`src/rtl/fetch_unit.sv`:
```
// Instruction-fetch stage and IF/ID pipeline register for the five-stage MIPS core.
// Define DELAY_SLOT_EN so the instruction after a taken redirect executes as a delay slot.
module fetch_unit #(
  parameter logic [31:0] RESET_PC = 32'h0000_3000,
  parameter logic [31:0] NOP_WORD = 32'h0000_0000
) (
  input  logic        clk,
  input  logic        rst,
  input  logic        stall,
  input  logic        redirect_valid,
  input  logic [31:0] redirect_pc,
  output logic [31:0] im_addr,
  input  logic [31:0] im_rdata,
  output logic [31:0] id_instr,
  output logic [31:0] id_pc,
  output logic [31:0] id_pcplus4,
  output logic        id_valid,
  output logic        fetch_err
);

  typedef enum logic [1:0] {StBoot, StRun, StHalt} state_e;

  state_e      state_q;
  logic [31:0] pc_q;
  logic [31:0] pc_plus4;

  assign pc_plus4 = pc_q + 32'd4;
  assign im_addr  = pc_q;

  always_ff @(posedge clk) begin
    if (rst) begin
      state_q    <= StBoot;
      pc_q       <= RESET_PC;
      id_instr   <= NOP_WORD;
      id_pc      <= 32'h0;
      id_pcplus4 <= 32'h0;
      id_valid   <= 1'b0;
      fetch_err  <= 1'b0;
    end else begin
      case (state_q)
        StBoot: state_q <= StRun;
        StRun: begin
          // Stall freezes everything; a redirect seen under stall is re-issued by ID later.
          if (stall) begin
            state_q <= StRun;
          end else if (redirect_valid) begin
            if (redirect_pc[1:0] != 2'b00) begin
              state_q   <= StHalt;
              fetch_err <= 1'b1;
              id_instr  <= NOP_WORD;
              id_valid  <= 1'b0;
            end else begin
              pc_q <= redirect_pc;
`ifdef DELAY_SLOT_EN
              id_instr   <= im_rdata;
              id_pc      <= pc_q;
              id_pcplus4 <= pc_plus4;
              id_valid   <= 1'b1;
`else
              id_instr   <= NOP_WORD;
              id_pc      <= 32'h0;
              id_pcplus4 <= 32'h0;
              id_valid   <= 1'b0;
`endif
            end
          end else begin
            pc_q       <= pc_plus4;
            id_instr   <= im_rdata;
            id_pc      <= pc_q;
            id_pcplus4 <= pc_plus4;
            id_valid   <= 1'b1;
          end
        end
        StHalt: begin
          id_instr <= NOP_WORD;
          id_valid <= 1'b0;
        end
        default: begin
          state_q  <= StHalt;
          id_instr <= NOP_WORD;
          id_valid <= 1'b0;
        end
      endcase
    end
  end

endmodule
```
`config.mk`:
```
export PLATFORM = sky130hd
export DESIGN_NAME = fetch_unit
export DESIGN_NICKNAME = d
export VERILOG_FILES = /design/src/rtl/fetch_unit.sv
export SDC_FILE = /design/constraint.sdc
export NUM_CORES = 1
export LEC_CHECK = 0
export ABC_AREA = 1
export CORE_UTILIZATION = 40
export DETAILED_ROUTE_END_ITERATION = 12
export PLACE_DENSITY = 0.73
export SETUP_SLACK_MARGIN = 0.05
export SYNTH_ARGS = -nofsm -noshare
export SYNTH_HDL_FRONTEND = slang
export SYNTH_SLANG_ARGS = --single-unit
```
`constraint.sdc`:
```
create_clock -name clk -period 2.85 [get_ports clk]
set_clock_uncertainty 0.2 [all_clocks]
set_input_delay 0.7125 -clock clk [delete_from_list [all_inputs] [get_ports clk]]
set_output_delay 0.7125 -clock clk [all_outputs]
set_load 0.03 [all_outputs]
```
==> results of run 1 <==
==> per-stage QoR <==
stage / cells / utilization (%)
3_3_place_gp: 1098 / 56.9
2_1_floorplan: 754 / -
5_1_grt: 1129 / 61.0
6_report: 1129 / 61.0
4_1_cts: 1129 / 61.0
3_5_place_dp: 1098 / 56.9
==> sequential cells by signal, indices dropped and copies added, names as in the netlist <==
signal	count
im_addr	32
id_pcplus4	30
fetch_err	1
id_valid	1
id_instr	32
id_pc	32
state_q	2
==> cell families after synthesis <==
group / synth area share (%)
DFF: 47.9
adders and majority gates: 0.230
AOI/OAI and AO/OA: 15.4
and+or+nand+nor: 29.7
buffers and inverters: 6.75
==> final timing paths <==
check	from	end	slack [ps]	depth (start not counted)
min	id_pc[22]	id_pc[22]	260	2
min reg2reg	id_pc[22]	id_pc[22]	260	2
max reg2reg	im_addr[3]	im_addr[24]	840	9
max	im_addr[5]	im_addr[5]	320	1
==> metal layers <==
metal	vias to the layer above	global-route usage [%]	wire [um]
met5	-	0	0
met2	183	38.4	7530
met3	21	6.71	1070
li1	2805	-	-
met4	0	8.62	240
met1	2506	27.6	6790
==> placed cells by master (no fill, tap or decap), types with 2 or more instances in the layout <==
master and count:
nand2_4 2, buf_12 3, and2_1 2, a21oi_1 137, clkbuf_8 3, clkinv_2 5, nor2_2 4, clkbuf_1 5
nand2_2 4, clkdlybuf4s50_1 196, clkbuf_16 17, nand3_1 39, clkinv_1 2, o21ai_1 2, buf_4 9, inv_1 39
a31oi_1 6, a22oi_1 4, dfxtp_1 130, o21ai_0 13, nand2_1 244, nor2_4 9, nor2_1 66, or2_2 3
==> report_power, final <==
| part | switching, uW | total [uW] | internal, uW |
|---|---|---|---|
| sequential | 35.1 | 1890 | 1860 |
| clock | 742 | 2000 | 1250 |
| combinational | 238 | 428 | 190 |
| total | 1010 | 4310 | 3300 |
==> final cells by class <==
cell class / instances / share of cell area (%)
clock inverters: 6 / 0.681
flip-flops and latches: 130 / 32.2
repair buffers: 208 / 25.9
inverters: 43 / 2.03
multi-input cells: 541 / 30.5
clock buffers: 25 / 6.01
well taps: 176 / 2.72
==> flow_metrics.env, run 1 <==
export IMPL_cp_num_buf_inv=1
export IMPL_synth_cell_type_count=30
export IMPL_numCtsBuffers=17
export IMPL_ioPinCount=198
export IMPL_drc_errors=0
export IMPL_synth_top_cell_area_share_pct=47.9
export IMPL_yosysSeqAreaShare_pct=47.9
export IMPL_end_kind="output pin"
export IMPL_grt_pass1_wl_um=25600
export IMPL_vias_per_cell=4.88
export IMPL_dieWidth_um=119
export IMPL_multiInputGateArea_um2=2460
export IMPL_vias=5515
export IMPL_die_h_um=119
export IMPL_ys_flop_type="dfxtp_1"
export IMPL_holdBufCountCts=0
export IMPL_ctsResizeCount=0
export IMPL_clockBufferDepth=2
export IMPL_port_buffers=197
export IMPL_peakVddDrop_mv=0.342
export IMPL_maxSlewHeadroom_pct=73.5
export IMPL_cts_root_buf="clkbuf_16"
export IMPL_cap_viol_max_count=0
export IMPL_yosysMostFrequentCell="nand2_1"
export IMPL_finalHoldViolations=0
export IMPL_place_hpwl_um=11000
export IMPL_crit_type="reg -> out"
export IMPL_seq_area_um2=2600
export IMPL_syn_area_per_cell_um2=7.21
export IMPL_syn_to_final_growth_pct=48.7
export IMPL_pre_cts_ws_ps=307
export IMPL_clk_pin_slew_worst_paths_ps=50
export IMPL_rows=42
export IMPL_worstMarginPinSlew_ps=397
export IMPL_drt_iter0_drc=310
export IMPL_postSynthCellCount=754
export IMPL_grt_setup_unrepaired="false"
export IMPL_cpMaxStageDelayCell="clkdlybuf4s50_1"
export IMPL_fin_area_um2=8080
export IMPL_grt_pass1_vias=5160
export IMPL_synth_edf_count=0
export IMPL_place_area_um2=7540
export IMPL_max_freq_mhz=395
export IMPL_grt_max_degree=71
export IMPL_core_um2=13200
export IMPL_drive_gt1_share_pct=6.82
export IMPL_synthArstFlopShare_pct=0
export IMPL_wl_um=15600
export IMPL_maxSlewViolCount=0
export IMPL_period_needed_ps=2530
export IMPL_synth_area_um2=5430
export IMPL_grt_overflow_total=0
export IMPL_fin_crit_sh_pct=88.9
export IMPL_ant_nets=0
export IMPL_clock_latency_ps=420
export IMPL_htree_levels=4
export IMPL_synth_seq_cells=130
export IMPL_routabilityCongestion=0.824
export IMPL_critical_path_required_ps=1940
export IMPL_initial_utilization_pct=41.0
export IMPL_crit_fanout=8
export IMPL_path_cells="clkdlybuf4s50_1"
export IMPL_powerDensity_nw_per_um2=534
export IMPL_p_total_uw=4310
export IMPL_fin_nets=1010
export IMPL_groute_usage_overall_pct=22.9
export IMPL_drtPass1Iterations=4
export IMPL_synthTopCellsByCount="244 x nand2_1, 137 x a21oi_1, 130 x dfxtp_1"
export IMPL_synthTopCellsByArea="dfxtp_1 48%, nand2_1 17%, a21oi_1 13%"
export IMPL_fillCellCount=1241
export IMPL_setup_violations=0
export IMPL_worstHoldPathType="reg -> reg"
export IMPL_cp_start_kind="flop"
export IMPL_syn_nets=823
export IMPL_cp_arrival_ps=1620
export IMPL_tritoncts="yes"
export IMPL_crit_family="buffers and inverters"
export IMPL_status="finished, final reports clean"
export IMPL_critPathMaxStageDelay_ps=740
export IMPL_clock_sinks=130
export IMPL_power_leakage_uw=0.00280
export IMPL_postLayoutSetupSlackWorst_ps=316
export IMPL_yosysTopAreaCell="dfxtp_1"
export IMPL_routedWlPerCell_um=13.8
export IMPL_synth_yosys_warnings=0
export IMPL_antenna_cells=0
export IMPL_timing_hold_ws_ps=260
export IMPL_cts_setup_buffers=0
export IMPL_antenna_found_initial=0
export IMPL_die_area_um2=14100
export IMPL_setup_tns_ps=0
Power figures use the tool's default switching activity.
==> run 2: changes to the inputs <==
ABC_CLOCK_PERIOD_IN_PS = 2850   (was unset)
HOLD_SLACK_MARGIN = 0.15   (was unset)
==> results of run 2 <==
No change in the layout: final DEF, timing and power equal those of run 1.
==> run 3: changes to the inputs <==
GPL_ROUTABILITY_DRIVEN = 0   (was unset)
==> results of run 3 <==
No change in the layout: final DEF, timing and power equal those of run 1.
